<file path="src/rtl/fpu_result_stage.sv">
// Registered output stage for the FP multiplier: a DEPTH-entry FIFO with valid/ready
// on both sides, sticky IEEE-style status flags and a saturating delivered-result count.
module fpu_result_stage #(
    parameter int DEPTH = 4,
    parameter int CNT_W = 16
) (
    input  logic             clk,
    input  logic             rst,
    input  logic             in_valid,
    output logic             in_ready,
    input  logic [31:0]      in_result,
    input  logic             in_error,
    input  logic             in_overflow,
    output logic             out_valid,
    input  logic             out_ready,
    output logic [31:0]      out_result,
    output logic             out_error,
    output logic             out_overflow,
    input  logic             flag_clear,
    output logic             flag_invalid,
    output logic             flag_ovf,
    output logic             flag_zero,
    output logic [CNT_W-1:0] op_count
);
    localparam int AW = $clog2(DEPTH);
    localparam logic [AW:0]   OCC_FULL = DEPTH[AW:0];
    localparam logic [AW:0]   OCC_ONE  = {{AW{1'b0}}, 1'b1};
    localparam logic [AW-1:0] PTR_ONE  = {{(AW-1){1'b0}}, 1'b1};
    localparam logic [CNT_W-1:0] CNT_ONE = {{(CNT_W-1){1'b0}}, 1'b1};

    logic [33:0]      r_mem [DEPTH];
    logic [AW-1:0]    r_wptr, r_rptr;
    logic [AW:0]      r_occ;
    logic [2:0]       r_flags;
    logic [CNT_W-1:0] r_cnt;

    logic        w_push, w_pop;
    logic [33:0] w_head;
    logic [2:0]  w_set;

    assign in_ready  = (r_occ != OCC_FULL);
    assign out_valid = (r_occ != '0);
    assign w_push    = in_valid & in_ready;
    assign w_pop     = out_valid & out_ready;
    assign w_head    = out_valid ? r_mem[r_rptr] : 34'd0;

    assign out_result   = w_head[31:0];
    assign out_error    = w_head[32];
    assign out_overflow = w_head[33];

    // Flag bits: {zero, ovf, invalid}, derived from the incoming word only.
    assign w_set[0] = (in_result[30:23] == 8'hFF) && (in_result[22:0] != 23'd0);
    assign w_set[1] = in_overflow;
    assign w_set[2] = (in_result[30:0] == 31'd0);

    assign flag_invalid = r_flags[0];
    assign flag_ovf     = r_flags[1];
    assign flag_zero    = r_flags[2];
    assign op_count     = r_cnt;

    always_ff @(posedge clk) begin
        if (w_push) r_mem[r_wptr] <= {in_overflow, in_error, in_result};
    end

    always_ff @(posedge clk) begin
        if (rst) begin
            r_wptr  <= '0;
            r_rptr  <= '0;
            r_occ   <= '0;
            r_flags <= '0;
            r_cnt   <= '0;
        end else begin
            if (w_push) r_wptr <= r_wptr + PTR_ONE;
            if (w_pop)  r_rptr <= r_rptr + PTR_ONE;
            if (w_push && !w_pop)      r_occ <= r_occ + OCC_ONE;
            else if (w_pop && !w_push) r_occ <= r_occ - OCC_ONE;
            // A clear coinciding with a push leaves exactly that word's flags.
            r_flags <= (flag_clear ? 3'b000 : r_flags) | (w_push ? w_set : 3'b000);
            if (w_pop && (r_cnt != '1)) r_cnt <= r_cnt + CNT_ONE;
        end
    end
endmodule

</file>
<file path="config.mk">
export PLATFORM = sky130hd
export DESIGN_NAME = fpu_result_stage
export DESIGN_NICKNAME = d
export VERILOG_FILES = /design/src/rtl/fpu_result_stage.sv
export SDC_FILE = /design/constraint.sdc
export NUM_CORES = 1
export LEC_CHECK = 0
export BUFFER_PORTS_ARGS = -buffer_cell sky130_fd_sc_hd__buf_2
export CAP_MARGIN = 40
export CORE_MARGIN = 1.5
export CORE_UTILIZATION = 61
export DETAILED_ROUTE_END_ITERATION = 7
export PLACE_DENSITY = 0.84
export SYNTH_ARGS = -nofsm -noshare
export SYNTH_HDL_FRONTEND = slang
export SYNTH_SLANG_ARGS = --single-unit
export TNS_END_PERCENT = 5
</file>
<file path="constraint.sdc">
create_clock -name clk -period 4.6 [get_ports clk]
set_input_delay 0.69 -clock clk [delete_from_list [all_inputs] [get_ports clk]]
set_output_delay 0.69 -clock clk [all_outputs]
set_load 0.1 [all_outputs]
</file>
==> results of run 1 <==
==> registers in the layout (all words and copies together) (netlist names), named ones only <==
signal	flops
op_count	16
r_flags	3
r_mem	136
r_rptr	2
r_occ	3
r_wptr	2
==> synthesized netlist by cell type (2+ instances only) <==
cell type / count / share of area
and4_1: 3 / 0.0040
nand3_1: 4 / 0.0030
inv_1: 4 / 0.0023
and2_1: 2 / 0.0019
nand2_1: 8 / 0.0045
nor2_1: 24 / 0.014
buf_6: 2 / 0.0034
nor2_2: 2 / 0.0019
nor4_4: 2 / 0.0064
nand2b_1: 2 / 0.0019
buf_2: 6 / 0.0045
a21oi_1: 5 / 0.0038
nand2_2: 2 / 0.0019
and3_1: 5 / 0.0047
ha_1: 6 / 0.011
o21a_1: 2 / 0.0023
xnor2_1: 8 / 0.011
dfxtp_1: 28 / 0.084
mux4_2: 34 / 0.12
o21ai_0: 2 / 0.0015
nor3_1: 4 / 0.0030
nor2b_1: 31 / 0.029
mux2i_1: 2 / 0.0030
and2b_2: 5 / 0.0066
edfxtp_1: 136 / 0.61
clkbuf_1: 9 / 0.0051
xor2_1: 10 / 0.013
nand4_1: 10 / 0.0094
nor4_1: 7 / 0.0066
==> per-stage QoR <==
stage | util | total power, uW | instances
finish | 0.753 | 5600 | 630
global route | 0.753 | 5790 | 630
CTS | 0.753 | 5650 | 630
detailed placement | 0.699 | 4270 | 598
global placement | 0.689 | 4210 | 593
floorplan | - | 3880 | 379
==> worst max-delay path, stage by stage, from the launching register on <==
cell	delay, ns
dfxtp_2	0.56
buf_4	0.38
mux4_2	0.55
and2b_2	0.20
buf_2	0.29
==> worst min-delay path by stage <==
stage,end,cells past startpoint,slack (ns),from
2_1_floorplan,flip-flop,2,0.48,r_rptr[1]
3_3_place_gp,r_flags[2],2,0.46,r_flags[2]
3_5_place_dp,r_flags[0],2,0.47,r_flags[0]
4_1_cts,r_mem[2][32],1,0.36,in_error
5_1_grt,r_mem[3][32],1,0.36,in_error
6_report,r_mem[1][32],1,0.39,in_error
==> cells by family after synthesis <==
group	count (synthesis)	synth area share
adder cells (fa/ha/maj)	7	0.0143
AND/OR/NAND/NOR	120	0.115
AO/OA/AOI/OAI	10	0.00847
multiplexers	37	0.120
buffers and inverters	23	0.0192
flip-flops	164	0.699
XOR/XNOR	18	0.0237
==> power groups by stage <==
stage	Sequential (uW)	Clock (uW)	Combinational (uW)
after global routing	1910	1420	2450
after floorplan	1910	0	1970
after CTS	1890	1370	2380
after global placement	1920	0	2290
after detailed placement	1920	0	2360
final	1890	1350	2370
==> cells in the final DEF, fill, tap and decap left out, types with 6 or more instances in the layout <==
cell type  netlist  final
buf_2            6     93
nor2_1          24     24
nor4_1           7      7
mux4_2          34     34
xnor2_1          8      8
xor2_1          10     10
dfxtp_1         28     26
ha_1             6      6
edfxtp_1       136    136
nand4_1         10     10
nor2b_1         31     31
nand2_1          8      8
clkbuf_16        0     16
==> layer usage <==
| metal | vias up | wire (um) | track usage |
|---|---|---|---|
| li1 | 1673 | - | - |
| met1 | 1886 | 5290 | 0.311 |
| met2 | 157 | 6920 | 0.409 |
| met3 | 21 | 874 | 0.0793 |
| met4 | 0 | 220 | 0.0874 |
| met5 | - | 0 | 0 |
==> area by class of cell <==
cell class | count | area (um2) | area share
Sequential cell | 164 | 4650 | 0.590
Tap cell | 136 | 170 | 0.0216
Timing Repair Buffer | 101 | 596 | 0.0756
Clock buffer | 19 | 422 | 0.0535
Inverter | 5 | 21.3 | 0.00270
Clock inverter | 13 | 140 | 0.0178
Multi-Input combinational cell | 192 | 1880 | 0.239
==> results.py, run 1 <==
metrics = {
    "synth": {
        "syn_inst": 379,
        "synth_flop_cell": "edfxtp_1",
        "syn-cell-area_um2": 6640,
        "synth-edff-count": 136,
        "synth_nets": 425,
        "yosysWarnings": 0,
        "synth-seq-cells": 164,
        "yosysSeqAreaShare": 0.699,
        "ys_async_sr_fraction": 0,
        "yosys.cell_types.count": 43,
        "syn_avg_cell_area_um2": 17.5,
    },
    "timing": {
        "rsz0062_at_grt": "false",
        "fin_crit_ns": 3.20,
        "worst_slew_pin_slew_ns": 0.537,
        "max_freq_mhz": 312,
        "worst_slack_ns": 1.40,
        "finalSetupTns_ns": 0,
        "finalHoldViolCount": 0,
        "finalSetupViolations": 0,
        "maxSlewViolCount": 0,
        "relSlewSlack": 0.642,
        "holdWs_ns": 0.386,
        "finalCritPeriodShare": 0.696,
        "fin_worst_skew_ns": 0.00792,
    },
    "pwr": {
        "ir_drop_v": 0.000437,
        "leakage_uw": 0.00280,
        "p_clk_frac": 0.240,
        "power_frac_seq": 0.338,
        "switching_share": 0.437,
        "powerDensity_nw_per_um2": 711,
        "p_int_uw": 3150,
        "comb_power_share": 0.422,
        "p_switching_uw": 2450,
    },
    "critical_path": {
        "r2r-end": "r_occ[2]",
        "ff2ff_path_depth": 9,
        "reg2reg_setup_slack_ns": 2.12,
        "r2r-start": "r_occ[0]",
        "required_ns": 3.91,
        "end_kind": "output port",
        "crit_fanout": 15,
        "critical_path_class": "reg -> out",
        "start_kind": "flip-flop",
        "critPathArrivalTime_ns": 2.51,
        "crit_path_end": "out_result[1]",
    },
    "layout": {
        "n_antenna_cell": 0,
        "nFillCells": 635,
        "fin_area_um2": 7880,
        "synthToLayoutAreaGrowth_pct": 18.6,
        "nets": 527,
        "drive_gt1_frac": 0.377,
    },
    "clock_network": {
        "cts_tree": "built",
        "cts_setup_buffers": 0,
        "cts_buffers": 17,
        "clockBufferDepth": 2,
        "cts.reportedPaths.clkPinSlew_ns": 0.06,
        "cts-root-buf": "clkbuf_8",
        "post_cts_resized": 0,
        "cts_sinks": 164,
        "insertion_delay_ns": 0.53,
        "htree_num_levels": 4,
        "postCtsHoldBufs": 0,
    },
    "routing": {
        "totalWireLength_um": 13300,
        "vias_per_cell": 5.93,
        "vias": 3737,
        "ant_nets": 0,
        "wire_per_inst_um": 21.1,
        "drc": 0,
        "drt_iter0_drc": 233,
        "dr.pass1.iters": 6,
    },
    "floorplan": {
        "io_pins": 94,
        "dieArea_um2": 11500,
        "dieHeight_um": 107,
        "die_w_um": 107,
        "num_rows": 37,
        "core_area_um2": 10500,
        "initial_utilization": 0.635,
    },
    "grt": {
        "grt_use_total": 0.248,
        "grt_start_max_net_pins": 36,
        "grt_pass1_wl_um": 20300,
        "antenna_found_initial": 0,
        "grt_pass1_vias": 3754,
        "grt_overflow": 0,
    },
    "placed_design": {
        "placed_area_um2": 7320,
        "gp_congestion": 0.789,
        "dp_worst_setup_slack_ns": 1.92,
        "hpwl_um": 7760,
        "port_buffers": 93,
    },
    "hold_path": {
        "hold_class": "in -> reg",
    },
    "flow_run": {
        "cap_violations": 0,
    },
    "outcome": {
        "status": "completed",
    },
}
(Power assumes the default switching activity.)
==> run 2, diff against run 1 <==
CORE_UTILIZATION = 51   (was 61)
PLACE_DENSITY = 0.75   (was 0.84)
clock period = 2.7 ns   (was 4.6 ns; I/O delays follow)
==> run 2 against run 1 <==
  * Count of clock-buffer cells in the layout is 8 higher
  * Utilization is 13 points lower
  * Worst hold slack worse by 0.18 ns
  * Global-route usage is 5.4 points lower
  * Power is 66% higher
  * Final cell count is 5.9% higher
  * Critical path depth stayed put
  * Design area is 0.30% lower
  * Combinational power is 70% higher
  * First-iteration DRC count is 34% higher
  * Via count is 3.3% lower
  * Worst setup slack worse by 1.1 ns
  * Critical path type unchanged
  * Largest power group unchanged
==> results.py, run 2 (synthesis results as in run 1) <==
metrics = {
    "floorplan": {
        "dieArea_um2": 13700,
        "dieHeight_um": 117,
        "io_pins": 94,
        "num_rows": 41,
        "core_area_um2": 12700,
        "initial_utilization": 0.524,
        "die_w_um": 117,
    },
    "layout": {
        "largest_register_ffs": 136,
        "nets": 528,
        "seq_area_um2": 4650,
        "final_cell_mix": "edfxtp_1, buf_2, mux4_2",
        "n_antenna_cell": 0,
        "regMostFlops": "r_mem",
        "synthToLayoutAreaGrowth_pct": 18.2,
        "fin_util": 0.620,
        "final_cells": 667,
        "final_common_cell": "edfxtp_1",
        "multi_input_area_um2": 1890,
        "drive_gt1_frac": 0.382,
        "nFillCells": 971,
        "fin_area_um2": 7860,
    },
    "routing": {
        "totalWireLength_um": 12300,
        "vias": 3612,
        "wire_per_inst_um": 18.4,
        "routed-wl-met2_um": 6270,
        "dr.pass1.iters": 4,
        "dr_wl_met3_um": 691,
        "drt_iter0_drc": 312,
        "drc": 0,
        "highest_layer": "met4",
        "vias_per_cell": 5.42,
        "wl_met1_um": 5140,
        "ant_nets": 0,
    },
    "pwr": {
        "p_switching_uw": 4080,
        "power_frac_seq": 0.339,
        "leakage_uw": 0.00278,
        "p_clk_frac": 0.229,
        "p_int_uw": 5250,
        "switching_share": 0.438,
        "ir_drop_v": 0.000729,
        "comb_power_share": 0.432,
        "powerDensity_nw_per_um2": 1190,
    },
    "clock_network": {
        "insertion_delay_ns": 0.42,
        "cts.reportedPaths.clkPinSlew_ns": 0.05,
        "cts_setup_buffers": 0,
        "cts_tree": "built",
        "post_cts_resized": 0,
        "cts_sinks": 164,
        "postCtsHoldBufs": 0,
        "cts-root-buf": "clkbuf_16",
        "clockBufferDepth": 2,
        "htree_num_levels": 4,
        "cts_buffers": 17,
    },
    "timing": {
        "max_freq_mhz": 411,
        "finalSetupTns_ns": 0,
        "rsz0062_at_grt": "false",
        "finalSetupViolations": 0,
        "relSlewSlack": 0.639,
        "finalCritPeriodShare": 0.902,
        "holdWs_ns": 0.207,
        "fin_crit_ns": 2.44,
        "worst_slew_pin_slew_ns": 0.542,
        "fin_worst_skew_ns": 0.00449,
        "maxSlewViolCount": 0,
        "finalHoldViolCount": 0,
    },
    "placed_design": {
        "gp_congestion": 0.807,
        "placed_cells": 635,
        "hpwl_um": 7660,
        "port_buffers": 93,
        "placed_area_um2": 7330,
    },
    "critical_path": {
        "critPathArrivalTime_ns": 2.03,
        "crit_fanout": 35,
        "end_kind": "output port",
        "critical_path_class": "reg -> out",
        "required_ns": 2.30,
        "start_kind": "flip-flop",
    },
    "flow_run": {
        "cap_violations": 0,
    },
    "grt": {
        "grt_pass1_wl_um": 19000,
        "grt_overflow": 0,
        "antenna_found_initial": 0,
        "grt_start_max_net_pins": 36,
        "grt_pass1_vias": 3638,
        "grt_use_total": 0.194,
    },
    "outcome": {
        "status": "completed",
    },
    "hold_path": {
        "hold_class": "in -> reg",
    },
}
run 2: changes by cell type in the layout (fill, tap and decap cells not counted), moves of 2 or more:
cell	delta
buf_12	-2
buf_4	+4
bufinv_16	-3
clkbuf_1	+4
clkbuf_8	+3
clkinv_1	-5
clkinv_2	+2
run 2: routing by layer:
layer  track usage  vias to the layer above
met3        0.0597                       13
met5             0                        -
li1              -                     1667
met1         0.240                     1821
met2         0.321                      111
met4        0.0763                        0
run 2: cell type report:
class,instances,area share
Clock buffer,27,0.0640
Multi-Input combinational cell,192,0.240
Inverter,5,0.00271
Clock inverter,5,0.00319
Sequential cell,164,0.592
Timing Repair Buffer,102,0.0710
Tap cell,172,0.0274
run 2: path summary, 6_finish.rpt:
check                           cells past startpoint  slack, ns     startpoint           end
worst max-delay path                                4       0.26       r_occ[0]  out_overflow
worst max register to register                      9       0.37       r_occ[0]      r_occ[2]
worst min-delay path                                1       0.21  in_result[31]  r_mem[3][31]
worst min register to register                      2       0.47     r_flags[2]    r_flags[2]
run 2: power by group through the flow:
stage	combinational (uW)	clock, uW	sequential [uW]
2_1_floorplan	3360	0	3250
5_1_grt	4250	2280	3190
6_report	4030	2130	3160
3_3_place_gp	4050	0	3190
3_5_place_dp	4080	0	3210
4_1_cts	4090	2180	3160
run 2: worst max-delay path, cell delays in order, from the launching register on:
cell,delay (ns)
dfxtp_1,0.38
nor3_4,0.24
buf_4,0.42
and2b_2,0.29
buf_2,0.29
run 2: stage by stage:
stage	setup WS, ns	power, uW
CTS	0.216	9430
floorplan	-0.173	6610
finish	0.265	9330
global placement	0.478	7250
detailed placement	0.382	7290
global route	0.155	9720
